## config.mk

```make
export PLATFORM = sky130hd
export DESIGN_NAME = ccd_phase_generator
export DESIGN_NICKNAME = d
export VERILOG_FILES = /design/src/rtl/ccd_timing_pkg.sv /design/src/rtl/ccd_phase_counter.sv /design/src/rtl/ccd_phase_generator.sv
export SDC_FILE = /design/constraint.sdc
export NUM_CORES = 1
export LEC_CHECK = 0
export CAP_MARGIN = 5
export CORE_MARGIN = 3
export CORE_UTILIZATION = 35
export CTS_BUF_LIST = sky130_fd_sc_hd__clkbuf_16
export CTS_CLUSTER_DIAMETER = 200
export DETAILED_ROUTE_END_ITERATION = 12
export SYNTH_ARGS = -nofsm -noshare
export SYNTH_HDL_FRONTEND = slang
export SYNTH_HIERARCHICAL = 1
export SYNTH_SLANG_ARGS = --single-unit
```

## constraint.sdc

```tcl
create_clock -name i_clk -period 4.1 [get_ports i_clk]
set_clock_uncertainty 0.15 [all_clocks]
set_input_delay 0.41 -clock i_clk [delete_from_list [all_inputs] [get_ports i_clk]]
set_output_delay 0.41 -clock i_clk [all_outputs]
set_load 0.005 [all_outputs]
```

## src/rtl/ccd_timing_pkg.sv

```systemverilog
// Shared timing definitions for the CCD phase generator.
//   - CCD_CNT_W    : default width of every timing/count field
//   - ST_IDLE..ST_GAP2 : 3-bit FSM state encoding
//   - clamp_to_one : maps a zero-valued field to 1
package ccd_timing_pkg;

  localparam int unsigned CCD_CNT_W = 8;

  typedef logic [2:0] ccd_state_t;

  localparam ccd_state_t ST_IDLE = 3'd0;
  localparam ccd_state_t ST_RST  = 3'd1;
  localparam ccd_state_t ST_GAP1 = 3'd2;
  localparam ccd_state_t ST_PIX  = 3'd3;
  localparam ccd_state_t ST_GAP2 = 3'd4;

  // Operates on a 32-bit container so callers of any field width can share it.
  function automatic logic [31:0] clamp_to_one(input logic [31:0] v);
    return (v == 32'd0) ? 32'd1 : v;
  endfunction

endpackage

```

## src/rtl/ccd_phase_counter.sv

```systemverilog
// Loadable down-counter with enable and zero flag.
// Ports:
//   clk_i, rst_i  : clock, asynchronous active-high reset
//   load_i        : load load_val_i (has priority over en_i)
//   en_i          : decrement by one; holds at zero
//   load_val_i    : value to load
//   zero_o        : high when the count is zero
module ccd_phase_counter #(
  parameter int unsigned CNT_W = 8
) (
  input  logic             clk_i,
  input  logic             rst_i,
  input  logic             load_i,
  input  logic             en_i,
  input  logic [CNT_W-1:0] load_val_i,
  output logic             zero_o
);

  logic [CNT_W-1:0] cnt_q, cnt_d;

  always_comb begin
    cnt_d = cnt_q;
    if (load_i) begin
      cnt_d = load_val_i;
    end else if (en_i && (cnt_q != '0)) begin
      cnt_d = cnt_q - CNT_W'(1);
    end
  end

  always_ff @(posedge clk_i or posedge rst_i) begin
    if (rst_i) begin
      cnt_q <= '0;
    end else begin
      cnt_q <= cnt_d;
    end
  end

  assign zero_o = (cnt_q == '0);

endmodule

```

## src/rtl/ccd_phase_generator.sv

```systemverilog
// CCD readout phase generator: emits non-overlapping reset-gate (o_phi_r) and
// pixel-transfer (o_phi_p) phases with programmable widths and dead time, for a
// programmed number of pixel cycles per line.
// Ports:
//   i_clk, i_rst         : clock, asynchronous active-high reset
//   i_start, i_abort     : line start request (IDLE only), synchronous abort
//   i_t_r, i_t_gap, i_t_p, i_n_pix : timing config, latched on accepted start
//   i_sel_manual         : selector source when SELECTOR_AUTO_EN is not defined
//   o_phi_r, o_phi_p     : phase outputs (registered)
//   o_selector           : downstream mux select (1 = phi_r path)
//   o_busy, o_done       : line in progress, one-cycle end-of-line pulse
// Build option: define SELECTOR_AUTO_EN to drive o_selector from the FSM
// (high in RST and GAP1) instead of from i_sel_manual.
module ccd_phase_generator
  import ccd_timing_pkg::*;
#(
  parameter int unsigned CNT_W = CCD_CNT_W
) (
  input  logic             i_clk,
  input  logic             i_rst,
  input  logic             i_start,
  input  logic             i_abort,
  input  logic [CNT_W-1:0] i_t_r,
  input  logic [CNT_W-1:0] i_t_gap,
  input  logic [CNT_W-1:0] i_t_p,
  input  logic [CNT_W-1:0] i_n_pix,
  input  logic             i_sel_manual,
  output logic             o_phi_r,
  output logic             o_phi_p,
  output logic             o_selector,
  output logic             o_busy,
  output logic             o_done
);

  typedef logic [CNT_W-1:0] cnt_t;

  // Counters hold (value - 1) so terminal count is zero.
  function automatic cnt_t load_of(input cnt_t v);
    return cnt_t'(clamp_to_one(32'(v)) - 32'd1);
  endfunction

  ccd_state_t state_q, state_d;

  cnt_t t_r_q, t_gap_q, t_p_q;
  logic cfg_load;

  logic tmr_load, tmr_en, tmr_zero;
  cnt_t tmr_val;
  logic pix_load, pix_en, pix_zero;
  cnt_t pix_val;
  logic pix_end;

  logic phi_r_q, phi_p_q, sel_q, busy_q, done_q;
  logic phi_r_d, phi_p_d, sel_d, busy_d, done_d;

  ccd_phase_counter #(.CNT_W(CNT_W)) u_phase_tmr (
    .clk_i      (i_clk),
    .rst_i      (i_rst),
    .load_i     (tmr_load),
    .en_i       (tmr_en),
    .load_val_i (tmr_val),
    .zero_o     (tmr_zero)
  );

  ccd_phase_counter #(.CNT_W(CNT_W)) u_pix_cnt (
    .clk_i      (i_clk),
    .rst_i      (i_rst),
    .load_i     (pix_load),
    .en_i       (pix_en),
    .load_val_i (pix_val),
    .zero_o     (pix_zero)
  );

  // State register and config latch
  always_ff @(posedge i_clk or posedge i_rst) begin
    if (i_rst) begin
      state_q <= ST_IDLE;
      t_r_q   <= '0;
      t_gap_q <= '0;
      t_p_q   <= '0;
    end else begin
      state_q <= state_d;
      if (cfg_load) begin
        t_r_q   <= i_t_r;
        t_gap_q <= i_t_gap;
        t_p_q   <= i_t_p;
      end
    end
  end

  // Next-state logic
  always_comb begin
    state_d  = state_q;
    cfg_load = 1'b0;
    tmr_load = 1'b0;
    tmr_en   = 1'b0;
    tmr_val  = '0;
    pix_load = 1'b0;
    pix_en   = 1'b0;
    pix_val  = '0;
    pix_end  = 1'b0;
    done_d   = 1'b0;

    unique case (state_q)
      ST_IDLE: begin
        if (i_start) begin
          // Timer loads from the live inputs: the latch is not yet valid.
          state_d  = ST_RST;
          cfg_load = 1'b1;
          tmr_load = 1'b1;
          tmr_val  = load_of(i_t_r);
          pix_load = 1'b1;
          pix_val  = load_of(i_n_pix);
        end
      end
      ST_RST: begin
        if (!tmr_zero) begin
          tmr_en = 1'b1;
        end else if (t_gap_q != '0) begin
          state_d  = ST_GAP1;
          tmr_load = 1'b1;
          tmr_val  = t_gap_q - cnt_t'(1);
        end else begin
          state_d  = ST_PIX;
          tmr_load = 1'b1;
          tmr_val  = load_of(t_p_q);
        end
      end
      ST_GAP1: begin
        if (!tmr_zero) begin
          tmr_en = 1'b1;
        end else begin
          state_d  = ST_PIX;
          tmr_load = 1'b1;
          tmr_val  = load_of(t_p_q);
        end
      end
      ST_PIX: begin
        if (!tmr_zero) begin
          tmr_en = 1'b1;
        end else if (t_gap_q != '0) begin
          state_d  = ST_GAP2;
          tmr_load = 1'b1;
          tmr_val  = t_gap_q - cnt_t'(1);
        end else begin
          pix_end = 1'b1;
        end
      end
      ST_GAP2: begin
        if (!tmr_zero) begin
          tmr_en = 1'b1;
        end else begin
          pix_end = 1'b1;
        end
      end
      default: state_d = ST_IDLE;
    endcase

    if (pix_end) begin
      if (pix_zero) begin
        state_d = ST_IDLE;
        done_d  = 1'b1;
      end else begin
        state_d  = ST_RST;
        pix_en   = 1'b1;
        tmr_load = 1'b1;
        tmr_val  = load_of(t_r_q);
      end
    end

    // Abort wins over everything, including a start in IDLE.
    if (i_abort) begin
      state_d  = ST_IDLE;
      cfg_load = 1'b0;
      tmr_load = 1'b0;
      tmr_en   = 1'b0;
      pix_load = 1'b0;
      pix_en   = 1'b0;
      done_d   = 1'b0;
    end
  end

  // Output decode from next state so the registered outputs line up with state_q.
  always_comb begin
    phi_r_d = (state_d == ST_RST);
    phi_p_d = (state_d == ST_PIX);
    busy_d  = (state_d != ST_IDLE);
`ifdef SELECTOR_AUTO_EN
    sel_d   = (state_d == ST_RST) || (state_d == ST_GAP1);
`else
    sel_d   = i_sel_manual;
`endif
  end

`ifdef SELECTOR_AUTO_EN
  logic unused_sel_manual;
  assign unused_sel_manual = i_sel_manual;
`endif

  always_ff @(posedge i_clk or posedge i_rst) begin
    if (i_rst) begin
      phi_r_q <= 1'b0;
      phi_p_q <= 1'b0;
      sel_q   <= 1'b0;
      busy_q  <= 1'b0;
      done_q  <= 1'b0;
    end else begin
      phi_r_q <= phi_r_d;
      phi_p_q <= phi_p_d;
      sel_q   <= sel_d;
      busy_q  <= busy_d;
      done_q  <= done_d;
    end
  end

  assign o_phi_r    = phi_r_q;
  assign o_phi_p    = phi_p_q;
  assign o_selector = sel_q;
  assign o_busy     = busy_q;
  assign o_done     = done_q;

endmodule

```

==> results.md, run 1 <==
- The number of antenna violations at the first check in global routing is 0.
- The final cell count without fillers is 503.
- The power density normalized to cell area is 546 nW/um^2.
- TritonCTS created 5 clock buffers.
- The clock passes through at most 2 buffers.
- The total global routing overflow is 0.
- The filler cells instantiated in the layout total 888.
- The number of global-route vias before repair was 2548.
- The clock slew seen by the registers of the worst setup and hold paths is 60 ps.
- The maximum achievable frequency is 312 MHz.
- The number of nets in the synthesized netlist is 401.
- Wires add up to 7.63 mm.
- The layout net count is 442.
- The global-route usage over all layers is 15.2%.
- The core area is 8930 um^2.
- Total power for the finished layout comes to 2.16 mW.
- Across all setup checks in the final design, the least slack found is 898 ps.
- Clock latency on the worst-skew pair, taken at its later pin, is 280 ps.
- The length of the first detailed-routing pass in iterations is 4.
- The path class of the tightest hold or removal check is in2async.
- The total via count in the routed design is 2718.
- Buffers inserted to repair hold after CTS numbered 0.
- The most frequently used flop master after synthesis is dfrtp_1.
- The critical path is of the reg2reg type.
- The quantity of gates resized following cts is 0.
- The number of design rule violations left after detail routing is 0.
- After detailed routing, the number of vias per cell comes to 5.40.
- The worst path uses 78.1% of the clock period.
- For the pin with the worst max-slew slack, the measured transition is 752 ps.
- The detailed router used layers up to and including met4.
- The detailed-route wire length on metal 1 is 3.88 mm.
- The post-place setup slack is 905 ps.
- The endpoint of the most critical register-to-register path is u_pix_cnt/cnt_q[3]$_DFFE_PP0P_.
- The setup slack on the worst flop-to-flop path is 900 ps.
- The met2 wire length is 3.40 mm.
- In this run the core area contains 34 standard-cell rows.
- The final hold violation count is 0.
- The number of setup buffers added after CTS is 0.
- The synthesized cell area is 3290 um^2.
- In this run the count of I/O pins placed on the die edge is 42.
- The first routing iteration left 150 violations.
- The library cell used most frequently in the layout, excluding fill and tap cells, is dfrtp_1.
- In the synthesized netlist the async set-or-reset flop fraction comes to 100%.
- The accumulated negative setup slack is 0 ps.
- Setup repair after global routing left no endpoint under its margin.
- Across the whole layout, storage elements account for 1200 um^2.
- The endpoint class of the critical path is a flop.
- The worst-case IR drop observed on VDD is 0.190 mV.
- STA classifies the critical path startpoint as a flop.
- For the worst flop-to-flop path, the logic depth is 12.
- The count of max-cap constraint violations is 0.
- The analysis attributes to cell leakage a power of 1.54 nW.
- The library cells used most frequently in the layout, excluding fill and tap cells, are dfrtp_1 (48), clkdlybuf4s50_1 (41), nor2_1 (32).
- The number of distinct library cells after synthesis is 66.
- The run finished with clean final reports.
- The final antenna diode count is 0.
- For the worst setup path, the data required time is 4090 ps.
- The remaining antenna violation count is 0.
- The peak fanout along the critical path is 12.
- The clock net sink count is 48.
- At the end of routability-driven placement, the weighted congestion stood at 0.914.
- After detailed routing, the average wire length per cell comes to 15.2 um.
- The part of the Yosys area used for sequential elements is 36.5%.
- The die covers 10600 um^2.
- The startpoint of the worst-slack reg-to-reg timing path is u_phase_tmr/cnt_q[0]$_DFFE_PP0P_.
- The half-perimeter wire length after placement is 5.95 mm.
- The average cell area after synthesis is 9.30 um^2.
- Counting every instance in the synthesized netlist gives 354.
- The vertical extent of the die is 103 um.
- The clock tree from TritonCTS is built.
- The number of enable flip-flop cells after synthesis is 0.
- The floorplan step set the die width to 103 um.
- The arrival time of data at the critical path endpoint is 3190 ps.
- The deepest level of the CTS H-tree is 2.
- In the final layout, the multi-input gates occupy 1990 um^2.
- The total number of yosys warnings is 6.
- The share of cells above drive strength 1 is 13.2%.
- The routed length on met3 is 262 um.
- Headroom to the max-slew limit came out at 49.7%.
- The maximum number of pins on one net before global-route repair is 33.
- For this configuration, the core starts out at a cell density of 36.8%.
- The final-report setup violation count is 0.
- The routed design could run at a clock period as short as 3200 ps.
- The number of synthesized register bits is 48.
- Including well taps, the total number of placed cells is 496.
- The count of buffers from port buffering is 41.
- The number of max-slew violations in the final report is 0.
- The wire length of the first global-routing pass is 12.9 mm.
- From synthesis to final layout, the design area changed by 20.5%.
- The tree is rooted in a clkbuf_16.
## sequential cells by signal, indices dropped and copies added, names as in the netlist, 3 cells and up
name / cells
state_q: 3
t_gap_q: 8
t_p_q: 8
t_r_q: 8
u_phase_tmr/cnt_q: 8
u_pix_cnt/cnt_q: 8
## area by class of cell
class / count / area share [%]
multi-input cells: 279 / 50.1
flip-flops and latches: 48 / 30.3
repair buffers: 47 / 11.5
well taps: 108 / 3.41
clock buffers: 5 / 3.16
inverters: 14 / 1.33
clock inverters: 2 / 0.189
## logic make-up after synthesis
group                      count (synthesis)  synth area share [%]
adders and majority gates                 10                  3.80
and+or+nand+nor                          134                  22.6
muxes                                     23                  7.83
AOI/OAI and AO/OA                         81                  17.7
buffers and inverters                     27                  3.35
xor gates and xnor gates                  31                  8.25
DFF                                       48                  36.5
## metrics by stage
stage | utilization [%] | area (um^2) | hold slack [ps]
global placement | 42.9 | 3830 | 372
floorplan | - | 3290 | 75.7
CTS | 44.4 | 3960 | 349
finish | 44.4 | 3960 | 326
detailed placement | 42.9 | 3830 | 376
global route | 44.4 | 3960 | 361
## power breakdown
part           switching, mW  internal [mW]
Sequential             0.203          0.640
Combinational          0.480          0.458
Clock                  0.163          0.218
Total                  0.846           1.32
## worst max-delay path by stage
stage | from | to | slack (ps) | depth (start not counted)
2_1_floorplan | u_phase_tmr/cnt_q[0]$_DFFE_PP0P_ | u_pix_cnt/cnt_q[7]$_DFFE_PP0P_ | 1090 | 12
3_3_place_gp | t_gap_q[0]$_DFFE_PP0P_ | u_pix_cnt/cnt_q[7]$_DFFE_PP0P_ | 1050 | 10
3_5_place_dp | u_phase_tmr/cnt_q[0]$_DFFE_PP0P_ | u_pix_cnt/cnt_q[7]$_DFFE_PP0P_ | 910 | 12
4_1_cts | u_phase_tmr/cnt_q[0]$_DFFE_PP0P_ | u_pix_cnt/cnt_q[7]$_DFFE_PP0P_ | 900 | 12
5_1_grt | u_phase_tmr/cnt_q[0]$_DFFE_PP0P_ | u_pix_cnt/cnt_q[7]$_DFFE_PP0P_ | 620 | 12
6_report | u_phase_tmr/cnt_q[0]$_DFFE_PP0P_ | u_pix_cnt/cnt_q[3]$_DFFE_PP0P_ | 900 | 12
## synthesized netlist by cell type, drive strengths merged (2+ instances only)
master,count,area share [%]
nand2b,4,0.76
or3b,3,0.80
o31a,2,0.53
ha,10,3.8
dfrtp,48,37
o41ai,4,1.9
a21oi,13,2.0
o22a,2,0.53
nand3,3,0.46
o22ai,5,0.95
a22oi,4,1.1
o31ai,3,0.68
or3,8,1.8
or4b,3,1.1
nand4,2,0.38
a211oi,3,0.68
nor4b,5,1.5
xor2,12,3.2
nor4,7,1.7
inv,14,1.6
clkbuf,8,0.91
mux2,22,7.5
nand2,32,3.7
xnor2,19,5.1
nor2b,6,1.1
o211ai,6,1.9
o21ai,27,4.3
or4,3,0.68
nor3,13,2.0
and2,4,0.84
buf,5,0.84
nor3b,3,0.68
nor2,34,4.0
a211o,3,0.80
## worst max-delay path: stages (launching register included)
cell	delay, ps
dfrtp_1	380
inv_1	120
ha_1	180
or4b_4	500
nor2_1	120
buf_4	190
nor2b_1	290
nand2_2	140
nor2_1	200
nor3b_1	380
nand2b_1	120
a22oi_1	180
o41ai_1	110
## metal layers
metal,vias to the layer above,GRT usage (%)
li1,1370,-
met1,1293,23.2
met2,46,22.3
met3,9,2.23
met4,0,3.69
met5,-,0
Note: power is estimated with default switching activity, not from simulation.
==> run 2: changes to the inputs <==
==> constraint.sdc (replaced) <==
create_clock -name i_clk -period 2.7 [get_ports i_clk]
set_clock_uncertainty 0.15 [all_clocks]
set_input_delay 0.27 -clock i_clk [delete_from_list [all_inputs] [get_ports i_clk]]
set_output_delay 0.27 -clock i_clk [all_outputs]
set_load 0.005 [all_outputs]
==> results.md, run 2 (synthesized netlist as in run 1, its figures left out) <==
- The run finished with clean final reports.
- The clock insertion delay at the later pin of the skew report is 280 ps (about the same).
- The min-delay analysis places its worst path in the category in2async.
- The via density per instance is 5.27 (-2.4%).
- The clock tree buffer depth is 2 (unchanged).
- The wire length of the first global-routing pass was 13.2 mm (+2.3%).
- The register cell area after layout is 1200 um^2 (unchanged).
- The total via count in the routed design is 2848 (+4.8%).
- The initial standard-cell utilization of the core is 36.8% (unchanged).
- The most common cell after layout, fill and taps aside is dfrtp_1.
- The final hold violation count is 0 (unchanged).
- The deepest level of the CTS H-tree was 2 (unchanged).
- The internal power of the cells is 2.32 mW (+76%).
- The number of buffers created by CTS is 5 (unchanged).
- The portion of total power attributed to the clock network is 18.6% (+1.0 points).
- The cell sitting at the root of the clock tree is a clkbuf_16.
- The total non-filler cell area in the finished layout is 4350 um^2 (+9.8%).
- The post-route core utilization is 48.7% (+4.4 points).
- The accumulated negative setup slack is 0 ps (unchanged).
- The maximum achievable frequency is 387 MHz (+24%).
- The endpoint of the most critical register-to-register path is u_phase_tmr/cnt_q[3]$_DFFE_PP0P_.
- The power density normalized to cell area is 853 nW/um^2 (+56%).
- The combinational share of power is 48.4% (+5.0 points).
- The top-level port count is 42 (unchanged).
- The cell count after placement is 531 (+7.1%).
- The area of the die is 10600 um^2 (unchanged).
- The vertical extent of the die is 103 um (unchanged).
- The relative slew slack was 57.1% (+7.4 points).
- The logic depth of the worst register-to-register path is 11 (-1).
- The number of max-slew violations in the final report is 0 (unchanged).
- The part of the total power dissipated in sequential elements was 32.9% (-6.1 points).
- The half-perimeter wire length after placement is 6.36 mm (+6.9%).
- The routability congestion estimate was 0.906 (-0.86%).
- The core area is 8930 um^2 (unchanged).
- The detail-routed net length per standard cell is 15.1 um (-0.32%).
- In the layout the commonest cells are dfrtp_1 (48), clkdlybuf4s50_1 (41), buf_4 (41).
- The clock tree from TritonCTS is built.
- The number of DRC markers after the initial detailed-route iteration came to 111 (-26%).
- The final antenna diode count came to 0 (unchanged).
- The share of cells above drive strength 1 is 23.8% (+11 points).
- The count of buffers from port buffering is 41 (unchanged).
- The final cell count without fillers was 540 (+7.4%).
- The clock net sink count is 48 (unchanged).
- The clock slew seen by the registers of the worst setup and hold paths is 70 ps (about the same).
- The peak fanout along the critical path was 4 (-8).
- The number of antenna violations at the first check in global routing came to 0 (unchanged).
- The number of buffers inserted for hold repair after clock tree synthesis was 0 (unchanged).
- The final-report setup violation count came to 0 (unchanged).
- The time the worst path needs with I/O delays and setup is 2580 ps (-620 ps).
- The layout net count is 478 (+8.1%).
- The maximum number of pins on one net before global-route repair is 46 (+39%).
- The remaining antenna violation count is 0 (unchanged).
- The category of the worst setup path launch point is a flop.
- The number of design rule violations left after detail routing is 0 (unchanged).
- The power dissipated by switching net loads was 1.40 mW (+65%).
- The maximum vdd drop is 0.372 mV (+96%).
- The final period utilization is 95.6% (+18 points).
- The horizontal die dimension is 103 um (unchanged).
- The count of max-cap constraint violations is 0 (unchanged).
- The number of filler cells placed in the layout is 857 (-3.5%).
- The instance area after placement is 4130 um^2 (+7.7%).
- The startpoint of the worst-slack reg-to-reg timing path is u_pix_cnt/cnt_q[1]$_DFFE_PP0P_.
- The setup slack on the worst flop-to-flop path was 120 ps (-780 ps).
- The worst setup path is captured at a flop.
- The startpoint-to-endpoint class of the critical path is reg2reg.
- The final total power is 3.71 mW (+72%).
- The length of the first detailed-routing pass in iterations was 4 (unchanged).
- The worst path required time came to 2710 ps (-1380 ps).
- The static leakage is 1.75 nW (+13%).
- The number of global-route vias before repair is 2772 (+8.8%).
- The switching share of total power is 37.6% (-1.5 points).
- The transition time at the pin with the least slew margin came to 634 ps (-118 ps).
- The area growth from synthesis to layout is 32.3%.
- The arrival time of data at the critical path endpoint was 2600 ps (-590 ps).
- The global-route usage over all layers is 15.5% (+0.37 points).
- The total global routing overflow is 0 (unchanged).
- The standard-cell row count is 34 (unchanged).
- The area taken by multi-input logic gates is 2060 um^2 (+3.9%).
- The aggregate routed wire length is 8.16 mm (+7.0%).
==> run 2: cell count changes in the layout (fill, tap and decap cells not counted), moves of 2 or more <==
cell / delta
buf_4: +35
a22oi_2: +2
nor2b_1: -2
a22oi_1: -2
nor2_1: -4
nor2_4: +3
==> run 2: power groups by stage <==
stage / combinational, mW / clock, mW / sequential, mW
after global placement: 1.70 / 0 / 1.21
after detailed placement: 1.73 / 0 / 1.22
after global routing: 1.98 / 0.741 / 1.26
after floorplan: 1.12 / 0 / 1.19
final: 1.80 / 0.693 / 1.22
after CTS: 1.74 / 0.718 / 1.21
==> run 2: worst max-delay path, cell delays in order, from the launching register on <==
cell and delay (ps):
dfrtp_1 410, inv_1 100, ha_1 160, or4b_4 480, nor2_4 130, nor2b_4 50
nand2_2 80, buf_4 140, o22ai_1 80, or3b_1 390, a22oi_2 190, o41ai_1 90
==> run 2: metrics by stage <==
stage,setup WS [ps],hold WS (ps)
after floorplan,23.7,-64.3
after global placement,35.0,368
after detailed placement,-26.0,377
after CTS,36.1,192
after global routing,-28.1,211
final,119,176
==> run 2: layout make-up <==
class                   instances  share of cell area, %
clock buffers                   5                   2.87
clock inverters                 3                  0.862
inverters                      14                   1.21
multi-input cells             279                   47.4
flip-flops and latches         48                   27.6
well taps                     108                   3.10
repair buffers                 83                   17.0
==> run 2: how the worst max path moves through the flow <==
stage / start / endpoint / slack [ps]
3_5_place_dp: u_phase_tmr/cnt_q[1]$_DFFE_PP0P_ / u_pix_cnt/cnt_q[7]$_DFFE_PP0P_ / -30
3_3_place_gp: u_phase_tmr/cnt_q[1]$_DFFE_PP0P_ / u_phase_tmr/cnt_q[2]$_DFFE_PP0P_ / 30
6_report: u_pix_cnt/cnt_q[1]$_DFFE_PP0P_ / u_phase_tmr/cnt_q[3]$_DFFE_PP0P_ / 120
2_1_floorplan: u_phase_tmr/cnt_q[0]$_DFFE_PP0P_ / u_pix_cnt/cnt_q[7]$_DFFE_PP0P_ / 20
5_1_grt: t_gap_q[1]$_DFFE_PP0P_ / u_phase_tmr/cnt_q[3]$_DFFE_PP0P_ / -30
4_1_cts: t_gap_q[1]$_DFFE_PP0P_ / u_pix_cnt/cnt_q[7]$_DFFE_PP0P_ / 40
==> run 2: timing repair <==
item | CTS | global route
resized for setup | 1 | 13
gates cloned | 0 | 0
pin swaps | 0 | 4
endpoints found under the setup margin | 3 | 16
setup buffers | 0 | 1
==> run 2: routing by layer <==
| metal | up-vias | track usage (%) | part of all wire [%] |
|---|---|---|---|
| met2 | 42 | 24.2 | 46 |
| met1 | 1354 | 22.4 | 50 |
| li1 | 1441 | - | - |
| met5 | - | 0 | 0 |
| met3 | 11 | 2.64 | 2.8 |
| met4 | 0 | 3.88 | 1.4 |
